==> src/rtl/tile_pair_ctrl.sv <==
// Memory-card game sequencer: reveals at most two tiles, keeps matched pairs,
// and re-covers a mismatched pair after a fixed hold time.
module tile_pair_ctrl #(
  parameter int N_TILES     = 16,
  parameter int ID_W        = 3,
  parameter int HOLD_CYCLES = 65_000_000
) (
  input  logic                      clk,
  input  logic                      rst,
  input  logic                      new_game,
  input  logic                      MouseLeft,
  input  logic                      hit_valid,
  input  logic [$clog2(N_TILES)-1:0] hit_idx,
  input  logic [N_TILES*ID_W-1:0]   pair_ids,
  output logic [N_TILES-1:0]        revealed,
  output logic [N_TILES-1:0]        matched,
  output logic [7:0]                moves,
  output logic                      busy,
  output logic                      game_done
);

  localparam int IW = $clog2(N_TILES);
  localparam int CW = $clog2(HOLD_CYCLES + 1);
  localparam logic [CW-1:0] HOLD_LAST = CW'(HOLD_CYCLES - 1);
  localparam logic [IW:0]   NT = (IW+1)'(N_TILES);

  typedef enum logic [2:0] {
    S_IDLE,
    S_ONE,
    S_CMP,
    S_HOLD,
    S_DONE
  } state_e;

  state_e               state_q, state_d;
  logic [N_TILES-1:0]   rev_q, rev_d;
  logic [N_TILES-1:0]   mat_q, mat_d;
  logic [7:0]           moves_q, moves_d;
  logic [CW-1:0]        cnt_q, cnt_d;
  logic [IW-1:0]        ia_q, ia_d;
  logic [IW-1:0]        ib_q, ib_d;
  logic                 ml_q;

  logic                 click;
  logic [IW:0]          idx_ext;
  logic [ID_W-1:0]      id_a;
  logic [ID_W-1:0]      id_b;

  // Rising edge of the button over a covered, in-range tile
  always_comb begin
    idx_ext = {1'b0, hit_idx};
    click   = MouseLeft & ~ml_q & hit_valid & (idx_ext < NT)
            & ~rev_q[hit_idx] & ~mat_q[hit_idx];
    id_a    = pair_ids[int'(ia_q)*ID_W +: ID_W];
    id_b    = pair_ids[int'(ib_q)*ID_W +: ID_W];
  end

  // State and board registers
  always_ff @(posedge clk or negedge rst) begin
    if (!rst) begin
      state_q <= S_IDLE;
      rev_q   <= '0;
      mat_q   <= '0;
      moves_q <= '0;
      cnt_q   <= '0;
      ia_q    <= '0;
      ib_q    <= '0;
      ml_q    <= 1'b0;
    end else begin
      state_q <= state_d;
      rev_q   <= rev_d;
      mat_q   <= mat_d;
      moves_q <= moves_d;
      cnt_q   <= cnt_d;
      ia_q    <= ia_d;
      ib_q    <= ib_d;
      ml_q    <= MouseLeft;
    end
  end

  // Next-state: new_game overrides everything, else the game FSM
  always_comb begin
    state_d = state_q;
    rev_d   = rev_q;
    mat_d   = mat_q;
    moves_d = moves_q;
    cnt_d   = cnt_q;
    ia_d    = ia_q;
    ib_d    = ib_q;
    if (new_game) begin
      state_d = S_IDLE;
      rev_d   = '0;
      mat_d   = '0;
      moves_d = '0;
      cnt_d   = '0;
    end else begin
      unique case (state_q)
        S_IDLE: begin
          if (click) begin
            ia_d           = hit_idx;
            rev_d[hit_idx] = 1'b1;
            state_d        = S_ONE;
          end
        end
        S_ONE: begin
          if (click) begin
            ib_d           = hit_idx;
            rev_d[hit_idx] = 1'b1;
            if (moves_q != 8'hFF) moves_d = moves_q + 8'd1;
            state_d        = S_CMP;
          end
        end
        S_CMP: begin
          if (id_a == id_b) begin
            mat_d[ia_q] = 1'b1;
            mat_d[ib_q] = 1'b1;
            state_d     = (&mat_d) ? S_DONE : S_IDLE;
          end else begin
            cnt_d   = '0;
            state_d = S_HOLD;
          end
        end
        S_HOLD: begin
          if (cnt_q == HOLD_LAST) begin
            rev_d[ia_q] = 1'b0;
            rev_d[ib_q] = 1'b0;
            state_d     = S_IDLE;
          end else begin
            cnt_d = cnt_q + 1'b1;
          end
        end
        S_DONE: begin
          state_d = S_DONE;
        end
        default: begin
          state_d = S_IDLE;
        end
      endcase
    end
  end

  // Output decode
  always_comb begin
    revealed  = rev_q;
    matched   = mat_q;
    moves     = moves_q;
    busy      = (state_q == S_CMP) || (state_q == S_HOLD);
    game_done = (state_q == S_DONE);
  end

endmodule

==> config.mk <==
export PLATFORM = sky130hd
export DESIGN_NAME = tile_pair_ctrl
export DESIGN_NICKNAME = d
export VERILOG_FILES = /design/src/rtl/tile_pair_ctrl.sv
export SDC_FILE = /design/constraint.sdc
export NUM_CORES = 1
export LEC_CHECK = 0
export BUFFER_PORTS_ARGS = -buffer_cell sky130_fd_sc_hd__buf_2
export CAP_MARGIN = 20
export CORE_MARGIN = 2
export CORE_UTILIZATION = 61
export DETAILED_ROUTE_END_ITERATION = 8
export GPL_TIMING_DRIVEN = 0
export PLACE_DENSITY = 0.94
export SLEW_MARGIN = 10
export SYNTH_ARGS = -nofsm -noshare
export SYNTH_HDL_FRONTEND = slang
export SYNTH_SLANG_ARGS = --single-unit
==> constraint.sdc <==
create_clock -name clk -period 4.25 [get_ports clk]
set_clock_uncertainty 0.1 [all_clocks]
set_input_delay 0.6375 -clock clk [delete_from_list [all_inputs] [get_ports clk]]
set_output_delay 0.6375 -clock clk [all_outputs]
set_load 0.03 [all_outputs]
* Yosys cells after proc, flatten, opt, wreduce, memory -nomap -nowiden
Index checks and enable logic that the tools add are counted.
Word-level totals: bits in registers 78, bits of input ports 57, output and inout bits 42, logic and storage cells 101
Operators by class: $add $sub $neg 2, multipliers 2, order comparisons 6, eq/ne operators 13, shift operators 2, multiplexer cells 32, bitwise gates (word level) 15, reductions and logical operators 21
Operators by type and width (count):
- $mux 16 | 6
- $shiftx 48x7->3 | 2
- $mux 26 | 3
- $pmux 26 s2 | 1
- $or 16x16->16 | 3
- $and 16x16->16 | 2
- $mux 8 | 4
- $not 16->16 | 2
- $pmux 16 s2 | 1
- $add 26x1->26 const B | 1
- $eq 26x26->1 const B | 1
- $mux 3 | 6
- $reduce_and 3->1 | 6
- $reduce_and 16->1 | 1
- $lt 4x5->1 const B | 3
- $ne 3x3->1 const B | 5
- $pmux 3 s5 | 1
- $demux 1 s4 | 3
- $ge 4x1->1 const B | 3
- $mul 4x2->6 const B | 2
- $reduce_bool 2->1 | 5
- $add 8x1->8 const B | 1
- $bmux 1 s4 | 2
- $ne 8x8->1 const B | 1
- other kinds (14) | 28

* Depth between registers and ports, before layout
Gate-level depths: netlist of run 1.
depth in word-level cells 11, gate-level depth with buffers 10, depth with buffers taken out 8

* Least setup slack after synthesis of run 1
No wires, ideal clock.
path type in2reg, start point in hit_idx[0], end point reg moves_q[6], in the netlist moves[6], setup time 127 ps, data arrival time 2545 ps, data required time 4023 ps, slack 1477 ps, cell stages on the path 8, path buffers 1, path through or3b_1 o311a_1 o211a_1 a2111oi_4 and2_0 buf_2 and4_1 mux2_1
Between the ends: cells in the longest elaborated chain, start to end 7, elaborated cells between the ends (all ways) 10, those cells by class 4 x mux; 4 x bitwise; 2 x reduce/logical
RTL lines:
- start, declared | RTL line 13 | input logic [$clog2(N_TILES)-1:0] hit_idx,
- $bmux 1 s4 | RTL line 53 | & ~rev_q[hit_idx] & ~mat_q[hit_idx];
- $mux 1 (implied by the code) | RTL line 53
- $not 1->1 | RTL line 53
- $and 1x1->1 | RTL line 53
- $and 1x1->1 (*) | RTL line 53
- $reduce_bool 2->1 (no source line) (*)
- $reduce_and 3->1 (no source line) (*)
- end signal, assigned | RTL line 73 | moves_q <= moves_d;
- end, declared | RTL line 38 | logic [7:0] moves_q, moves_d;
Mark *: on every way between the ends. The rest lies on a longest branch, timed or not. The select of a mux whose other input is x is not followed. A chain may end at the register's enable or synchronous reset.

* Worst setup path after layout of run 1
start point reg ib_q[1], end point reg mat_q[1], in the netlist matched[1]
Between the ends: cells in the longest elaborated chain, start to end 8, elaborated cells between the ends (all ways) 14, those cells by class 1 x mul; 2 x order compare; 1 x eq/ne; 1 x shift; 5 x mux; 1 x bitwise; 3 x reduce/logical
RTL lines:
- start, declared | RTL line 41 | logic [IW-1:0] ib_q, ib_d;
- start signal, assigned | RTL line 76 | ib_q <= ib_d;
- branches (longest 8 deep; another with $mul 4x2->6)
- end signal, assigned | RTL line 72 | mat_q <= mat_d;
- end, declared | RTL line 37 | logic [N_TILES-1:0] mat_q, mat_d;
Several ways; the timed one is not identified. The select of a mux whose other input is x is not followed.

==> impl_metrics.sql, run 1 <==
INSERT INTO impl_metrics (metric_group, metric, value, unit) VALUES
('run_status', 'status', 'finished clean', ''),
('layout', 'seqCellArea', '1950', 'um^2'),
('timing', 'final.setup.tns', '0', 'ns'),
('grt', 'grt_pass1_vias', '4974', ''),
('floorplan', 'die_h', '95.4', 'um'),
('synth', 'synth_seq_cells', '78', ''),
('placement', 'place_worst_setup_slack', '0.942', 'ns'),
('floorplan', 'die_area', '9100', 'um^2'),
('synth', 'ys_top_cells_by_area', 'sky130_fd_sc_hd__dfrtp_1, sky130_fd_sc_hd__mux4_2, sky130_fd_sc_hd__a22oi_1', ''),
('worst_setup_path', 'type_of_the_setup_path_with_the_least_slack', 'flop to flop', ''),
('timing', 'report.final.setup_viol', '0', ''),
('clock_tree', 'cts_tree', 'yes', ''),
('timing', 'timing.final.crit_period', '3.37', 'ns'),
('timing', 'hold_violations', '0', ''),
('drt', 'avgRoutedWirePerCell', '20.6', 'um'),
('worst_setup_path', 'worst_path_buffer_plus_inverter_count', '3', ''),
('worst_setup_path', 'required', '4.43', 'ns'),
('synth', 'dominant_cell_type_by_area_after_synthesis', 'sky130_fd_sc_hd__dfrtp_1', ''),
('synth', 'syn_area_per_cell', '9.70', 'um^2'),
('floorplan', 'initial_core_util', '62.3', '%'),
('layout', 'fill_cells', '575', ''),
('grt', 'number_of_antenna_violations_at_the_first_check_in_global_routing', '0', ''),
('synth', 'synth.cell_area', '5090', 'um^2'),
('clock_tree', 'clock_sink_count', '78', ''),
('layout', 'fin_util', '72.5', '%'),
('layout', 'area_growth', '16.4', '%'),
('drt', 'routed-via-count', '5227', ''),
('synth', 'yosys.cell_count.top_type', 'sky130_fd_sc_hd__dfrtp_1', ''),
('worst_setup_path', 'timing.critical_path.max_delay_family', 'buffers and inverters', ''),
('placement', 'hpwlAfterDp', '11400', 'um'),
('synth', 'synth_simple_gate_area_share', '19.4', '%'),
('floorplan', 'design.core.area', '8180', 'um^2'),
('synth', 'main_combinational_cell_family_by_area_after_synthesis', 'compound AO/OA/AOI/OAI gates', ''),
('synth', 'yosysUniqueCellTypes', '62', ''),
('worst_setup_path', 'worst-path-max-fanout', '10', ''),
('flow_run', 'timing.max_cap.violations', '0', ''),
('power', 'vdd.ir_drop.worst', '0.218', 'mV'),
('synth', 'synth_top_area_share', '38.3', '%'),
('worst_setup_path', 'crit-reg2reg-launch', 'ib_q[1]', ''),
('worst_setup_path', 'worst_path_largest_cell_delay', '0.46', 'ns'),
('placement', 'port_buffers', '97', ''),
('grt', 'overall_routing_resource_usage', '35.3', '%'),
('timing', 'slew_viol_final', '0', ''),
('worst_setup_path', 'worst_path_arrival_time', '3.55', 'ns'),
('clock_tree', 'cts_hold_repair.buffers', '0', ''),
('timing', 'layout_setup_ws', '0.883', 'ns'),
('synth', 'postSynth.topFlopCell', 'sky130_fd_sc_hd__dfrtp_1', ''),
('clock_tree', 'maximum_level_of_the_cts_h_tree', '3', ''),
('drt', 'viasPerCell', '7.03', ''),
('timing', 'worst-slew-pin-transition', '0.716', 'ns'),
('power', 'power.static_leakage', '2.55', 'nW'),
('grt', 'overflow', '0', ''),
('grt', 'wire_length_of_the_first_global_routing_pass', '24700', 'um'),
('floorplan', 'die_w', '95.4', 'um'),
('synth', 'number_of_synthesized_flops_with_an_enable_pin', '0', ''),
('drt', 'drtPass1Iterations', '5', ''),
('layout', 'final_cells', '744', ''),
('layout', 'insertedDiodeCount', '0', ''),
('clock_tree', 'clk_pin_slew_worst_paths', '0.10', 'ns'),
('synth', 'synthTopCellsByCount', 'sky130_fd_sc_hd__dfrtp_1, sky130_fd_sc_hd__nor2_1, sky130_fd_sc_hd__nand2_1, sky130_fd_sc_hd__a22oi_1, sky130_fd_sc_hd__mux4_2', ''),
('timing', 'relative_max_transition_margin', '51.8', '%'),
('synth', 'total_nets_after_synthesis', '584', ''),
('worst_setup_path', 'cp_launch_type', 'flop', ''),
('placement', 'number_of_cells_in_the_design_after_placement', '728', ''),
('grt', 'pin_count_of_the_biggest_net_entering_global_routing', '52', ''),
('worst_setup_path', 'r2r_cells', '10', ''),
('worst_setup_path', 'reg2reg_setup_slack', '0.88', 'ns'),
('timing', 'rsz0062_at_grt', 'no', ''),
('drt', 'drc', '0', ''),
('synth', 'synthesis.instances', '525', ''),
('worst_setup_path', 'worstReg2RegEnd', 'matched[1]', '');
==> report_power, final <==
part | switching (mW) | internal (mW)
clock | 0.313 | 0.225
combinational | 0.351 | 0.238
sequential | 0.0158 | 0.760
==> state kept, by name, indices dropped and copies added, names as in the netlist <==
name,count
cnt_q,26
ia_q,4
ib_q,4
matched,16
ml_q,1
moves,8
revealed,16
state_q,3
==> kinds of logic after synthesis <==
logic type	Yosys count
AOI/OAI and AO/OA	157
xor gates and xnor gates	8
adders and majority gates	2
buffers and inverters	56
DFF	78
muxes	39
and+or+nand+nor	185
==> area by class of cell <==
| type | instances | share of cell area [%] |
|---|---|---|
| clock inverter | 7 | 1.08 |
| timing repair buffer | 98 | 8.70 |
| tap | 105 | 2.22 |
| buffer | 36 | 2.83 |
| sequential | 78 | 32.9 |
| clock buffer | 9 | 2.09 |
| multi-input combinational | 391 | 48.9 |
| inverter | 20 | 1.27 |
==> metal layers <==
metal | vias up | track usage [%] | wire length (um) | part of all wire [%]
met5 | - | 0 | 0 | 0
met3 | 69 | 6.32 | 1770 | 12
met4 | 0 | 13.8 | 553 | 3.6
li1 | 2239 | - | - | -
met2 | 438 | 56.5 | 7340 | 48
met1 | 2481 | 48.3 | 5640 | 37
==> metrics by stage <==
step           power (mW)  hold WS, ns  cell area [um^2]
6_report             1.90       0.0925              5930
5_1_grt              1.97        0.117              5930
4_1_cts              1.89        0.112              5930
3_5_place_dp         1.36        0.430              5740
3_3_place_gp         1.33        0.409              5710
2_1_floorplan        1.20        0.242              5090
==> layout by cell type, fill, tap and decap left out, types with 6 or more instances in the layout <==
cell / instances
sky130_fd_sc_hd__o22ai_1: 11
sky130_fd_sc_hd__dfrtp_1: 78
sky130_fd_sc_hd__a22oi_1: 28
sky130_fd_sc_hd__nand4_1: 11
sky130_fd_sc_hd__mux4_2: 27
sky130_fd_sc_hd__clkbuf_1: 24
sky130_fd_sc_hd__o211ai_1: 12
sky130_fd_sc_hd__nor2b_1: 13
sky130_fd_sc_hd__nand3_1: 16
sky130_fd_sc_hd__o2bb2ai_1: 8
sky130_fd_sc_hd__nor2_1: 39
sky130_fd_sc_hd__and2_1: 8
sky130_fd_sc_hd__buf_2: 101
sky130_fd_sc_hd__and3_1: 10
sky130_fd_sc_hd__o21ai_0: 26
sky130_fd_sc_hd__nor4_1: 7
sky130_fd_sc_hd__a31oi_1: 16
sky130_fd_sc_hd__o31ai_1: 6
sky130_fd_sc_hd__a21oi_1: 22
sky130_fd_sc_hd__nand2_1: 38
sky130_fd_sc_hd__nor3_1: 10
sky130_fd_sc_hd__clkbuf_8: 9
sky130_fd_sc_hd__mux2_2: 9
sky130_fd_sc_hd__inv_1: 19
sky130_fd_sc_hd__nand2b_1: 10
==> how the worst max path moves through the flow <==
stage	from	endpoint	slack, ns	cells after the start
floorplan	hit_idx[0]	moves[6]	1.48	8
global route	ib_q[1]	cnt_q[8]	0.74	10
global placement	hit_idx[0]	moves[6]	1.10	9
finish	ib_q[1]	matched[1]	0.88	10
CTS	ib_q[1]	matched[1]	0.94	10
detailed placement	ib_q[1]	matched[1]	0.94	10
(Power assumes the default switching activity.)
==> run 2, diff against run 1 <==
--- a/config.mk
+++ b/config.mk
@@ -8,10 +8,10 @@
 export BUFFER_PORTS_ARGS = -buffer_cell sky130_fd_sc_hd__buf_2
 export CAP_MARGIN = 20
 export CORE_MARGIN = 2
-export CORE_UTILIZATION = 61
+export CORE_UTILIZATION = 56
 export DETAILED_ROUTE_END_ITERATION = 8
 export GPL_TIMING_DRIVEN = 0
-export PLACE_DENSITY = 0.94
+export PLACE_DENSITY = 0.88
 export SLEW_MARGIN = 10
 export SYNTH_ARGS = -nofsm -noshare
 export SYNTH_HDL_FRONTEND = slang
==> constraint.sdc (replaced) <==
create_clock -name clk -period 3.15 [get_ports clk]
set_clock_uncertainty 0.1 [all_clocks]
set_input_delay 0.4725 -clock clk [delete_from_list [all_inputs] [get_ports clk]]
set_output_delay 0.4725 -clock clk [all_outputs]
set_load 0.03 [all_outputs]
==> run 2 against run 1 <==
Effect of this change: maximum frequency rose by 15%; global-route usage fell by 4.7 points; worst setup slack got worse by 0.66 ns; cell count rose by 0.81%; critical path type unchanged.
==> impl_metrics.sql, run 2 (same netlist as run 1, synthesis figures left out) <==
INSERT INTO impl_metrics (metric_group, metric, value, unit) VALUES
('layout', 'fill_cells', '697', ''),
('floorplan', 'design.core.area', '8760', 'um^2'),
('layout', 'area_growth', '16.8', '%'),
('grt', 'wire_length_of_the_first_global_routing_pass', '23800', 'um'),
('worst_setup_path', 'crit-reg2reg-launch', 'ib_q[0]', ''),
('layout', 'largest-register', 'cnt_q', ''),
('clock_tree', 'cts_buffer_depth', '2', ''),
('layout', 'fin_util', '67.9', '%'),
('grt', 'overall_routing_resource_usage', '30.6', '%'),
('timing', 'slew_viol_final', '0', ''),
('power', 'vdd.ir_drop.worst', '0.262', 'mV'),
('timing', 'worst-slew-pin-transition', '0.696', 'ns'),
('worst_setup_path', 'type_of_the_setup_path_with_the_least_slack', 'flop to flop', ''),
('drt', 'routed-via-count', '5019', ''),
('timing', 'clock.fmax', '0.341', 'GHz'),
('timing', 'report.final.setup_viol', '0', ''),
('timing', 'rsz0062_at_grt', 'no', ''),
('clock_tree', 'clock_sink_count', '78', ''),
('drt', 'postRouteAntennaNets', '0', ''),
('clock_tree', 'cts_tree', 'yes', ''),
('worst_setup_path', 'worst_path_buffer_plus_inverter_count', '3', ''),
('clock_tree', 'tritoncts.num_buffers', '9', ''),
('worst_setup_path', 'crit_path_top_delay_cell', 'sky130_fd_sc_hd__mux4_2', ''),
('floorplan', 'die_w', '99.4', 'um'),
('floorplan', 'die_h', '99.4', 'um'),
('layout', 'largest_reg_flops', '26', ''),
('layout', 'final_net_count', '696', ''),
('floorplan', 'initial_core_util', '58.1', '%'),
('worst_setup_path', 'cp_launch_type', 'flop', ''),
('drt', 'drt-total-wl', '14900', 'um'),
('run_status', 'status', 'finished clean', ''),
('worst_setup_path', 'timing.critical_path.max_delay_family', 'simple AND/OR/NAND/NOR gates', ''),
('power', 'power.static_leakage', '2.57', 'nW'),
('clock_tree', 'clk_pin_slew_worst_paths', '0.09', 'ns'),
('timing', 'final.setup.tns', '0', 'ns'),
('clock_tree', 'maximum_level_of_the_cts_h_tree', '3', ''),
('layout', 'layout_common_cells', 'sky130_fd_sc_hd__buf_2, sky130_fd_sc_hd__dfrtp_1, sky130_fd_sc_hd__nor2_1, sky130_fd_sc_hd__nand2_1, sky130_fd_sc_hd__a22oi_1', ''),
('worst_setup_path', 'required', '3.33', 'ns'),
('timing', 'finalCritPeriodShare', '93.0', '%'),
('floorplan', 'die_area', '9870', 'um^2'),
('layout', 'finish.instance_area', '5950', 'um^2'),
('worst_setup_path', 'worstReg2RegEnd', 'matched[10]', ''),
('power', 'power.total', '2.58', 'mW'),
('flow_run', 'timing.max_cap.violations', '0', ''),
('grt', 'overflow', '0', ''),
('worst_setup_path', 'worst-path-max-fanout', '10', ''),
('worst_setup_path', 'cp_cell_sequence', 'buf_6 > buf_6 > mux4_2 > a22oi_1 > nand2_1 > xor2_1 > nor3_2 > nand3_2 > buf_2 > o22ai_1', ''),
('worst_setup_path', 'reg2reg_setup_slack', '0.22', 'ns'),
('grt', 'grt_pass1_vias', '4829', ''),
('clock_tree', 'cts_root_buf', 'sky130_fd_sc_hd__clkbuf_8', ''),
('hold_path', 'min-delay-path-class', 'input port to flop', ''),
('worst_setup_path', 'worst_path_arrival_time', '3.11', 'ns'),
('clock_tree', 'insertion_delay_of_the_later_clocked_pin_in_the_worst_skew_pair', '0.37', 'ns'),
('floorplan', 'placementRows', '34', ''),
('drt', 'drc', '0', ''),
('placement', 'postPlaceCellArea', '5740', 'um^2'),
('hold_path', 'timing.hold.worst_path_depth', '1', ''),
('timing', 'hold_violations', '0', ''),
('layout', 'insertedDiodeCount', '0', ''),
('worst_setup_path', 'crit_top_cell', 'sky130_fd_sc_hd__buf_6', ''),
('timing', 'timing.final.crit_period', '2.93', 'ns'),
('placement', 'hpwlAfterDp', '10900', 'um'),
('hold_path', 'hold_start', 'MouseLeft', ''),
('floorplan', 'io_pins', '99', ''),
('timing', 'relative_max_transition_margin', '52.4', '%'),
('worst_setup_path', 'worst_path_largest_cell_delay', '0.50', 'ns'),
('worst_setup_path', 'critical_path.endpoint_type', 'flop', ''),
('drt', 'viasPerCell', '6.69', ''),
('layout', 'final_common_cell', 'sky130_fd_sc_hd__buf_2', ''),
('worst_setup_path', 'r2r_cells', '10', ''),
('placement', 'globalplace.congestion', '0.914', ''),
('drt', 'avgRoutedWirePerCell', '19.8', 'um'),
('grt', 'pin_count_of_the_biggest_net_entering_global_routing', '41', ''),
('placement', 'port_buffers', '97', ''),
('layout', 'share_of_final_layout_standard_cells_stronger_than_drive_strength_1', '27.4', '%'),
('hold_path', 'hold-path-endpoint', 'ml_q', ''),
('power', 'p_per_area', '433', 'nW/um^2'),
('drt', 'drtIter0Drc', '547', ''),
('drt', 'drtPass1Iterations', '6', ''),
('grt', 'number_of_antenna_violations_at_the_first_check_in_global_routing', '0', '');
-- run 2: area by class of cell --
type | count | area (um^2) | share of cell area, %
Multi-Input combinational cell | 391 | 2900 | 48.7
Sequential cell | 78 | 1950 | 32.8
Timing Repair Buffer | 102 | 541 | 9.08
Buffer | 35 | 166 | 2.80
Tap cell | 108 | 135 | 2.27
Clock buffer | 9 | 124 | 2.08
Inverter | 20 | 75.1 | 1.26
Clock inverter | 7 | 58.8 | 0.988
-- run 2: layer usage --
metal	track usage [%]	part of all wire [%]	up-vias	wire length, um
met5	0	0	-	0
met4	11.4	2.9	0	433
met3	6.61	9.5	53	1410
met2	47.8	46	324	6880
met1	42.4	41	2405	6130
li1	-	-	2237	-
-- run 2: worst reg2reg max path, delay by kind of cell (launching register included) --
| kind | cells | cell delay (ns) |
|---|---|---|
| buffers and inverters | 3 | 0.62 |
| AND/OR/NAND/NOR | 3 | 0.68 |
| flip-flops | 1 | 0.36 |
| XOR/XNOR | 1 | 0.20 |
| multiplexers | 1 | 0.50 |
| AO/OA/AOI/OAI | 2 | 0.38 |
-- run 2: repair_timing --
item                       in CTS  in global routing
hold endpoints to repair       38                  0
hold buffers                    1                  0
resized for setup               1                  2
pin swaps                       1                  2
setup endpoints to repair      18                 21
setup buffers                   0                  3
cloned                          0                  0
-- run 2: how the worst max path moves through the flow --
stage / startpoint / end / slack [ns] / cells after the start
after global routing: ib_q[0] / matched[2] / 0.03 / 10
after global placement: ib_q[1] / cnt_q[19] / 0.03 / 10
after CTS: ib_q[1] / matched[10] / 0.12 / 10
after floorplan: revealed[15] / moves[6] / 0.46 / 8
final: ib_q[0] / matched[10] / 0.22 / 10
after detailed placement: ib_q[1] / cnt_q[15] / -0.06 / 10
-- run 2: metrics by stage --
| stage | instances | setup WS [ns] | hold slack (ns) |
|---|---|---|---|
| 2_1_floorplan | 525 | 0.462 | 0.0769 |
| 3_3_place_gp | 730 | 0.0251 | 0.413 |
| 3_5_place_dp | 731 | -0.0598 | 0.381 |
| 4_1_cts | 748 | 0.119 | 0.122 |
| 5_1_grt | 750 | 0.0273 | 0.124 |
| 6_report | 750 | 0.221 | 0.124 |
-- run 2: report_power, final --
| part | internal, mW | switching, mW |
|---|---|---|
| Sequential | 1.03 | 0.0253 |
| Clock | 0.297 | 0.416 |
| Combinational | 0.346 | 0.468 |
==> run 3, diff against run 2 <==
--- a/config.mk
+++ b/config.mk
@@ -12,6 +12,7 @@
 export DETAILED_ROUTE_END_ITERATION = 8
 export GPL_TIMING_DRIVEN = 0
 export PLACE_DENSITY = 0.88
+export RECOVER_POWER = 50
 export SLEW_MARGIN = 10
 export SYNTH_ARGS = -nofsm -noshare
 export SYNTH_HDL_FRONTEND = slang
==> run 3 against run 2 <==
Effect of this change: cell count unchanged; core utilization decreased by 0.49 points; clock-buffer cell count unchanged; clock power about the same; maximum frequency decreased by 0.36%; register-to-register slack about the same; worst setup slack got worse by 0.011 ns; total power decreased by 0.17%; via count increased by 0.86%; global-route usage unchanged; sequential power about the same; largest power group unchanged.
==> impl_metrics.sql, run 3 (same netlist as run 1, synthesis figures left out) <==
INSERT INTO impl_metrics (metric_group, metric, value, unit) VALUES
('placement', 'hpwlAfterDp', '10900', 'um'),
('floorplan', 'die_w', '99.4', 'um'),
('grt', 'number_of_antenna_violations_at_the_first_check_in_global_routing', '0', ''),
('worst_setup_path', 'worst-path-max-fanout', '10', ''),
('layout', 'fin_util', '67.4', '%'),
('layout', 'final_net_count', '696', ''),
('drt', 'routed-via-count', '5062', ''),
('worst_setup_path', 'crit_path_top_delay_cell', 'sky130_fd_sc_hd__mux4_2', ''),
('clock_tree', 'maximum_level_of_the_cts_h_tree', '3', ''),
('drt', 'viasPerCell', '6.75', ''),
('floorplan', 'design.core.area', '8760', 'um^2'),
('clock_tree', 'cts_root_buf', 'sky130_fd_sc_hd__clkbuf_8', ''),
('flow_run', 'timing.max_cap.violations', '0', ''),
('drt', 'drtPass1Iterations', '7', ''),
('timing', 'slew_viol_final', '0', ''),
('layout', 'area_growth', '16.0', '%'),
('layout', 'largest_reg_flops', '26', ''),
('timing', 'finalCritPeriodShare', '93.3', '%'),
('worst_setup_path', 'worst_path_largest_cell_delay', '0.50', 'ns'),
('power', 'fraction_of_power_consumed_by_the_clock_network', '27.7', '%'),
('floorplan', 'placementRows', '34', ''),
('floorplan', 'die_h', '99.4', 'um'),
('placement', 'place_worst_setup_slack', '-0.0598', 'ns'),
('worst_setup_path', 'worst_path_arrival_time', '3.13', 'ns'),
('timing', 'worst-slew-pin-transition', '1.02', 'ns'),
('worst_setup_path', 'worst_path_buffer_plus_inverter_count', '3', ''),
('worst_setup_path', 'crit_top_cell', 'sky130_fd_sc_hd__buf_6', ''),
('worst_setup_path', 'crit-reg2reg-launch', 'ib_q[0]', ''),
('drt', 'postRouteAntennaNets', '0', ''),
('grt', 'overflow', '0', ''),
('timing', 'layout_setup_ws', '0.210', 'ns'),
('worst_setup_path', 'required', '3.34', 'ns'),
('drt', 'drtIter0Drc', '554', ''),
('power', 'p_per_area', '436', 'nW/um^2'),
('timing', 'timing.final.crit_period', '2.94', 'ns'),
('timing', 'hold_violations', '0', ''),
('grt', 'pin_count_of_the_biggest_net_entering_global_routing', '41', ''),
('worst_setup_path', 'reg2reg_setup_slack', '0.21', 'ns'),
('timing', 'rsz0062_at_grt', 'no', ''),
('floorplan', 'die_area', '9870', 'um^2'),
('clock_tree', 'clock_sink_count', '78', ''),
('drt', 'avgRoutedWirePerCell', '19.7', 'um'),
('worst_setup_path', 'type_of_the_setup_path_with_the_least_slack', 'flop to flop', ''),
('clock_tree', 'cts_buffer_depth', '2', ''),
('placement', 'globalplace.congestion', '0.914', ''),
('layout', 'final_common_cell', 'sky130_fd_sc_hd__buf_2', ''),
('worst_setup_path', 'critical_path.endpoint_type', 'flop', ''),
('hold_path', 'timing.hold.worst_path_depth', '1', ''),
('layout', 'layout_common_cells', 'sky130_fd_sc_hd__buf_2, sky130_fd_sc_hd__dfrtp_1, sky130_fd_sc_hd__clkbuf_1, sky130_fd_sc_hd__nor2_1, sky130_fd_sc_hd__nand2_1', ''),
('grt', 'wire_length_of_the_first_global_routing_pass', '23800', 'um'),
('floorplan', 'initial_core_util', '58.1', '%'),
('power', 'vdd.ir_drop.worst', '0.258', 'mV'),
('hold_path', 'hold_start', 'MouseLeft', ''),
('grt', 'grt_pass1_vias', '4829', ''),
('drt', 'drt-total-wl', '14800', 'um'),
('hold_path', 'min-delay-path-class', 'input port to flop', ''),
('timing', 'clock.fmax', '0.340', 'GHz'),
('worst_setup_path', 'r2r_cells', '10', ''),
('timing', 'relative_max_transition_margin', '32.2', '%'),
('clock_tree', 'clk_pin_slew_worst_paths', '0.09', 'ns'),
('clock_tree', 'insertion_delay_of_the_later_clocked_pin_in_the_worst_skew_pair', '0.37', 'ns'),
('run_status', 'status', 'finished clean', ''),
('worst_setup_path', 'worstReg2RegEnd', 'matched[2]', ''),
('power', 'seqPwrFrac', '40.8', '%'),
('power', 'power.static_leakage', '2.48', 'nW'),
('placement', 'port_buffers', '97', ''),
('grt', 'overall_routing_resource_usage', '30.6', '%'),
('worst_setup_path', 'cp_launch_type', 'flop', ''),
('power', 'pwr-share-comb', '31.4', '%'),
('worst_setup_path', 'cp_cell_sequence', 'buf_6 > buf_6 > mux4_2 > a22oi_1 > nand2_1 > xor2_1 > nor3_2 > nand3_2 > buf_2 > o22ai_1', ''),
('power', 'power_switching', '908', 'uW'),
('layout', 'largest-register', 'cnt_q', ''),
('clock_tree', 'cts_tree', 'yes', ''),
('power', 'power_switching_share', '35.3', '%'),
('layout', 'insertedDiodeCount', '0', ''),
('floorplan', 'io_pins', '99', ''),
('clock_tree', 'tritoncts.num_buffers', '9', ''),
('timing', 'report.final.setup_viol', '0', ''),
('worst_setup_path', 'timing.critical_path.max_delay_family', 'simple AND/OR/NAND/NOR gates', ''),
('hold_path', 'hold-path-endpoint', 'ml_q', ''),
('drt', 'drc', '0', ''),
('layout', 'share_of_final_layout_standard_cells_stronger_than_drive_strength_1', '24.3', '%'),
('layout', 'fill_cells', '709', ''),
('power', 'internal_power', '1.67', 'mW');
[run 3: per-layer routing]
layer / vias to the layer above / GRT usage (%) / share of wire, %
met2: 354 / 47.8 / 47
met5: - / 0 / 0
met4: 0 / 11.4 / 2.9
li1: 2237 / - / -
met1: 2419 / 42.4 / 40
met3: 52 / 6.61 / 11
[run 3: power by group through the flow]
stage	clock network [mW]	registers (mW)	logic, mW
5_1_grt	0.761	1.05	0.858
3_5_place_dp	0	1.07	0.764
4_1_cts	0.716	1.05	0.769
6_report	0.714	1.05	0.809
2_1_floorplan	0	1.06	0.552
3_3_place_gp	0	1.06	0.742
[run 3: final cells by class]
type / instances / area, um^2 / share of cell area (%)
Buffer: 35 / 166 / 2.82
Sequential cell: 78 / 1950 / 33.0
Clock buffer: 9 / 124 / 2.10
Tap cell: 108 / 135 / 2.29
Multi-Input combinational cell: 391 / 2900 / 49.1
Timing Repair Buffer: 102 / 498 / 8.43
Clock inverter: 7 / 58.8 / 0.995
Inverter: 20 / 75.1 / 1.27
[run 3: per-stage QoR]
step	cells	total power [mW]	cell area [um^2]	hold slack, ns	setup TNS, ns
after floorplan	525	1.62	5090	0.0769	0
after global placement	730	1.81	5710	0.413	0
after detailed placement	731	1.83	5740	0.381	-0.434
after CTS	748	2.53	5930	0.122	0
after global routing	750	2.67	5910	0.124	0
final	750	2.57	5910	0.120	0
[run 3: worst max-delay path by stage]
stage | from | endpoint | slack, ns | cells past startpoint
6_report | ib_q[0] | matched[2] | 0.21 | 10
4_1_cts | ib_q[1] | matched[10] | 0.12 | 10
3_5_place_dp | ib_q[1] | cnt_q[15] | -0.06 | 10
5_1_grt | ib_q[0] | matched[2] | 0.03 | 10
3_3_place_gp | ib_q[1] | cnt_q[19] | 0.03 | 10
2_1_floorplan | revealed[15] | moves[6] | 0.46 | 8
[run 3: what timing repair did]
| item | CTS | global route |
|---|---|---|
| pin swaps | 1 | 2 |
| endpoints found under the setup margin | 18 | 21 |
| hold endpoints to repair | 38 | 0 |
| hold buffers | 1 | 0 |
| gates resized for setup | 1 | 2 |
| gates cloned | 0 | 0 |
| setup buffers | 0 | 3 |
